--- src/rtl/issue_pkg.sv ---
// issue_pkg: shared types and constants for the issue select scheduler.
// Holds the FSM state enum, default sizes and the perf counter width.
package issue_pkg;

  localparam int ENTRIES_DEF     = 32;
  localparam int ENTRIES_LOG_DEF = 5;
  localparam int PERF_W          = 32;

  typedef enum logic [1:0] {
    IDLE  = 2'd0,
    OFFER = 2'd1,
    BLOCK = 2'd2
  } state_e;

endpackage

--- src/rtl/issue_pick_first.sv ---
// issue_pick_first: lowest-set-bit finder (combinational).
// Ports: vec_i in, idx_o = lowest set index, found_o = vec_i != 0.
module issue_pick_first
  import issue_pkg::*;
#(
  parameter int W  = ENTRIES_DEF,
  parameter int LW = ENTRIES_LOG_DEF
) (
  input  logic [W-1:0]  vec_i,
  output logic [LW-1:0] idx_o,
  output logic          found_o
);

  always_comb begin
    idx_o   = '0;
    found_o = 1'b0;
    for (int i = W - 1; i >= 0; i--) begin
      if (vec_i[i]) begin
        idx_o   = LW'(i);
        found_o = 1'b1;
      end
    end
  end

endmodule

--- src/rtl/issue_select_sched.sv ---
// issue_select_sched: round-robin issue select for one FU port.
// Ports: clk_i, rst_i (sync, high), req_vec_i, long_vec_i, flush_i,
//   fu_ready_i in; grant_valid_o, grant_idx_o, grant_onehot_o,
//   issued_o, busy_o out. With ISSUE_SELECT_PERF_EN defined adds
//   perf_issue_o, perf_stall_o, perf_block_o saturating counters.
module issue_select_sched
  import issue_pkg::*;
#(
  parameter int ENTRIES     = ENTRIES_DEF,
  parameter int ENTRIES_LOG = ENTRIES_LOG_DEF,
  parameter int BUSY_CYCLES = 4
) (
  input  logic                   clk_i,
  input  logic                   rst_i,
  input  logic [ENTRIES-1:0]     req_vec_i,
  input  logic [ENTRIES-1:0]     long_vec_i,
  input  logic                   flush_i,
  input  logic                   fu_ready_i,
  output logic                   grant_valid_o,
  output logic [ENTRIES_LOG-1:0] grant_idx_o,
  output logic [ENTRIES-1:0]     grant_onehot_o,
  output logic                   issued_o,
  output logic                   busy_o
`ifdef ISSUE_SELECT_PERF_EN
  ,
  output logic [PERF_W-1:0]      perf_issue_o,
  output logic [PERF_W-1:0]      perf_stall_o,
  output logic [PERF_W-1:0]      perf_block_o
`endif
);

  localparam int CW = $clog2(BUSY_CYCLES + 1);
  localparam logic [CW-1:0] BUSY_INIT = CW'(BUSY_CYCLES);

  state_e                 state_q, state_d;
  logic [ENTRIES_LOG-1:0] idx_q, idx_d;
  logic [ENTRIES_LOG-1:0] ptr_q, ptr_d;
  logic [CW-1:0]          cnt_q, cnt_d;
  logic                   long_q, long_d;

  logic [ENTRIES_LOG-1:0] ptr_eff;
  logic [ENTRIES-1:0]     sel_vec;
  logic [ENTRIES-1:0]     above;
  logic [ENTRIES-1:0]     m_vec;
  logic [ENTRIES_LOG-1:0] idx_m, idx_v, sel_idx;
  logic                   found_m, found_v;

  assign grant_valid_o = (state_q == OFFER);
  assign busy_o        = (state_q == BLOCK);
  assign grant_idx_o   = idx_q;
  assign issued_o      = grant_valid_o & fu_ready_i;

  always_comb begin
    grant_onehot_o = '0;
    if (grant_valid_o) grant_onehot_o[idx_q] = 1'b1;
  end

  // Back-to-back picks rotate from the entry being issued now,
  // and exclude it since the queue drops it only next cycle.
  always_comb begin
    ptr_eff = (state_q == OFFER) ? idx_q : ptr_q;
    sel_vec = (state_q == OFFER) ? (req_vec_i & ~grant_onehot_o)
                                 : req_vec_i;
    for (int i = 0; i < ENTRIES; i++) begin
      above[i] = (i > int'(ptr_eff));
    end
    m_vec = sel_vec & above;
  end

  issue_pick_first #(
    .W  (ENTRIES),
    .LW (ENTRIES_LOG)
  ) u_pick_m (
    .vec_i   (m_vec),
    .idx_o   (idx_m),
    .found_o (found_m)
  );

  issue_pick_first #(
    .W  (ENTRIES),
    .LW (ENTRIES_LOG)
  ) u_pick_v (
    .vec_i   (sel_vec),
    .idx_o   (idx_v),
    .found_o (found_v)
  );

  assign sel_idx = found_m ? idx_m : idx_v;

  always_comb begin
    state_d = state_q;
    idx_d   = idx_q;
    ptr_d   = ptr_q;
    cnt_d   = cnt_q;
    long_d  = long_q;
    if (issued_o) ptr_d = idx_q;
    if (flush_i) begin
      state_d = IDLE;
      cnt_d   = '0;
    end else begin
      unique case (state_q)
        IDLE: begin
          if (found_v) begin
            idx_d   = sel_idx;
            long_d  = long_vec_i[sel_idx];
            state_d = OFFER;
          end
        end
        OFFER: begin
          if (issued_o) begin
            if (long_q) begin
              cnt_d   = BUSY_INIT;
              state_d = BLOCK;
            end else if (found_v) begin
              idx_d  = sel_idx;
              long_d = long_vec_i[sel_idx];
            end else begin
              state_d = IDLE;
            end
          end
        end
        BLOCK: begin
          if (cnt_q > CW'(1)) begin
            cnt_d = cnt_q - CW'(1);
          end else begin
            cnt_d = '0;
            if (found_v) begin
              idx_d   = sel_idx;
              long_d  = long_vec_i[sel_idx];
              state_d = OFFER;
            end else begin
              state_d = IDLE;
            end
          end
        end
        default: state_d = IDLE;
      endcase
    end
  end

  always_ff @(posedge clk_i) begin
    if (rst_i) begin
      state_q <= IDLE;
      idx_q   <= '0;
      ptr_q   <= ENTRIES_LOG'(ENTRIES - 1);
      cnt_q   <= '0;
      long_q  <= 1'b0;
    end else begin
      state_q <= state_d;
      idx_q   <= idx_d;
      ptr_q   <= ptr_d;
      cnt_q   <= cnt_d;
      long_q  <= long_d;
    end
  end

`ifdef ISSUE_SELECT_PERF_EN
  always_ff @(posedge clk_i) begin
    if (rst_i) begin
      perf_issue_o <= '0;
      perf_stall_o <= '0;
      perf_block_o <= '0;
    end else begin
      if (issued_o && perf_issue_o != '1)
        perf_issue_o <= perf_issue_o + PERF_W'(1);
      if (grant_valid_o && !fu_ready_i && perf_stall_o != '1)
        perf_stall_o <= perf_stall_o + PERF_W'(1);
      if (busy_o && perf_block_o != '1)
        perf_block_o <= perf_block_o + PERF_W'(1);
    end
  end
`endif

endmodule

--- config.mk ---
export PLATFORM = sky130hd
export DESIGN_NAME = issue_select_sched
export DESIGN_NICKNAME = d
export VERILOG_FILES = /design/src/rtl/issue_pkg.sv /design/src/rtl/issue_pick_first.sv /design/src/rtl/issue_select_sched.sv
export SDC_FILE = /design/constraint.sdc
export NUM_CORES = 1
export LEC_CHECK = 0
export ABC_AREA = 1
export ABC_CLOCK_PERIOD_IN_PS = 11830
export BUFFER_PORTS_ARGS = -buffer_cell sky130_fd_sc_hd__buf_2
export CORE_MARGIN = 3
export CORE_UTILIZATION = 45
export DETAILED_ROUTE_END_ITERATION = 12
export PLACE_DENSITY = 0.73
export SYNTH_ARGS = -nofsm -noshare
export SYNTH_HDL_FRONTEND = slang
export SYNTH_HIERARCHICAL = 1
export SYNTH_SLANG_ARGS = --single-unit
--- constraint.sdc ---
create_clock -name clk_i -period 11.83 [get_ports clk_i]
set_clock_uncertainty 0.15 [all_clocks]
set_input_delay 2.366 -clock clk_i [delete_from_list [all_inputs] [get_ports clk_i]]
set_output_delay 2.366 -clock clk_i [all_outputs]
set_load 0.02 [all_outputs]
==> metrics.txt <==
Residual DRC 0; setup slack after layout 6249 ps; FF-to-FF Start grant_idx_o[4]$_SDFFE_PP0P_; Synth area leader nand2_1; Sw Share about half; hold_ws 333.9 ps; top-count cell post-synth nand2_1; Worst Min Path Start ptr_q[3]$_SDFFE_PP1P_; Ys Warns 6; initial antenna violation count 0; layout cells sized above 1 around a fifth; Pint roughly 140 uW; Mean Syn Cell Area 4.885 um2; EDFF count, synth 0; Clk pwr share 17.8%; TritonRoute pass-1 iters 5; Arr. time, crit path 5640 ps; fmax 0.1792 GHz; CP max-delay cell nand2_1; FILL cells 716; TNS Setup 0 ps; area of the multi-input gates 2051 um2; Core Area approximately 6400 um2; Worst Max-Slew Pin Slew 729.6 ps; Routed Antenna Nets 0; worst-case clock buffer depth 2; metal1 wirelength 4318 um; CTS tree yes; Root Driver clkbuf_8; setup violators final 0; clock buffer count from CTS 3; cells after synthesis 617; vias in the first global route 3536; HP Class reg2reg; total die area 7716 um2; Hold Buf Count CTS 0; First DRT Iteration DRCs 245; Tot GR Track Use a little under a quarter; routability cong. 0.9193; Worst EP required 11890 ps; Area Overhead vs Synth 21.09%; Via Count 4045; DP HPWL roughly 8000 um; Top delay family on crit path simple AND/OR/NAND/NOR gates; Nets 792; Clock Sinks 16; Wirelength per Cell 11.98 um; Post-synth top flop dfxtp_1; clock insertion delay at the later pin of the skew report approximately 250 ps; status complete, no violations; Reg area 320.3 um2; Setup CP Type in2reg; hold path depth 2; DR top layer met4; fin crit period 5581 ps; row cnt 29; RSZ-0062 raised after global routing false; crit start category input pin; CP peak stage delay 380 ps; met2 wire len 4424 um; Synth Cell Area 3014 um2; post-synth cell types 38; fin crit share between 40% and 50%; Vert. Die Dim 87.84 um; Clock Pin Slew Worst Setup and Hold Paths 70 ps; first-pass GRT wire length 15230 um; die width 87.84 um; Initial Util 46.93%; Power Dens Cells 75.49 nW/um2; largest net degree at the start of global routing 17; Synth top area share 19.55%; Flop pwr share between 20% and 30%; Top cell by count, worst path nand2_1; WL met3 ~710 um; sequential area share after synthesis a little over a tenth; buffers added on ports 107; CTS resizes 0; Buf+Inv Stages, Crit Path 3; CP max FO 15; H-tree levels 1; Synth Register Bits 16; Switch Pwr roughly 130 uW; antenna diode count 0; peak supply drop between 0.05 and 0.06 mV; Static Leak 0.002086 uW; most frequent cells after synthesis nand2_1 (157), inv_1 (143), nor2_1 (94); critical path endpoint category flop; Synth area leaders nand2_1 (20%), inv_1 (18%), nor2_1 (12%); Relative slew margins around half; ys async rst share 0%; Place WS 6032 ps; Vias/cell 5.069; flop-to-flop setup slack slightly above 7000 ps; grt total ovfl 0; drt total wl 9560 um; max-slew violation count 0; final hold vios 0; post-CTS setup repair buffer count 0; IO Pins 108; reg2reg path depth 47; combinational share of power 59.2%; R2R Path End long_q$_SDFFE_PP0P_; maxcap violations 0; Hold Crit Endpoint ptr_q[3]$_SDFFE_PP1P_
-- stage by stage --
stage / util (%) / area [um2] / total power (uW) / instances
after floorplan: - / 3022 / 184.8 / 619
after global placement: 55.97 / 3595 / 222.0 / 794
after detailed placement: 55.97 / 3595 / 224.9 / 794
after CTS: 56.83 / 3650 / 274.3 / 798
after global routing: 56.83 / 3650 / 300.3 / 798
final: 56.83 / 3650 / 275.5 / 798
-- cell usage in the layout, fill, tap and decap left out, types with 4 or more instances in the layout --
cell and instances:
nand2_1 157, inv_1 143, buf_2 107, nor2_1 94
nand3_1 46, a21oi_1 25, o21ai_0 23, nor3_1 20
dfxtp_1 16, o21ai_1 15, inv_2 13, nor4_1 8
nor2_2 5, o211ai_1 4, clkbuf_8 4
-- power groups by stage --
| stage | Combinational [uW] | Clock [uW] | Sequential, uW |
|---|---|---|---|
| after floorplan | 120 | 0 | 65.2 |
| after global placement | 158 | 0 | 64.4 |
| after detailed placement | 161 | 0 | 64.4 |
| after CTS | 161 | 49.5 | 63.3 |
| after global routing | 185 | 51.6 | 63.9 |
| final | 163 | 49.0 | 63.5 |
-- state kept, by name (all words and copies together), names as in the netlist --
register     cells
cnt_q            3
grant_idx_o      5
long_q           1
ptr_q            5
state_q          2
-- logic make-up (layout without fill, tap and decap cells) --
| kind of cell | after synthesis | in the layout | share of synthesized area, % |
|---|---|---|---|
| other | 1 | 3 | 0.1244 |
| buffers and inverters | 166 | 268 | 21.59 |
| AOI/OAI and AO/OA | 92 | 92 | 18.93 |
| adders and majority gates | 2 | 2 | 0.8301 |
| DFF | 16 | 16 | 10.63 |
| and+or+nand+nor | 340 | 340 | 47.90 |
-- routing by layer --
metal,global-route usage [%],up-vias
met5,0,-
met4,5.997,0
met3,3.104,13
met2,41.30,151
met1,31.50,1773
li1,-,2108
-- layout make-up --
class                      instances  share of cell area [%]
multi-input combinational        437                   56.19
inverter                         157                   16.22
timing repair buffer             107                   14.67
sequential                        16                   8.776
tap                               77                   2.640
clock buffer                       4                   1.508
-- worst reg2reg max path, delay by kind of cell (launching register included) --
family                 cells  cell delay, ps
buffers and inverters      5             510
AND/OR/NAND/NOR           40            2790
AO/OA/AOI/OAI              2             690
flip-flops                 1             480
-- worst max path at each step --
stage	to	from	cells past startpoint	slack (ps)
CTS	long_q$_SDFFE_PP0P_	req_vec_i[31]	44	6290
detailed placement	long_q$_SDFFE_PP0P_	req_vec_i[31]	44	6030
floorplan	issued_o	fu_ready_i	2	6530
finish	long_q$_SDFFE_PP0P_	req_vec_i[31]	44	6250
global route	long_q$_SDFFE_PP0P_	req_vec_i[31]	44	5700
global placement	long_q$_SDFFE_PP0P_	req_vec_i[31]	44	6170
Note: power is estimated with default switching activity, not from simulation.
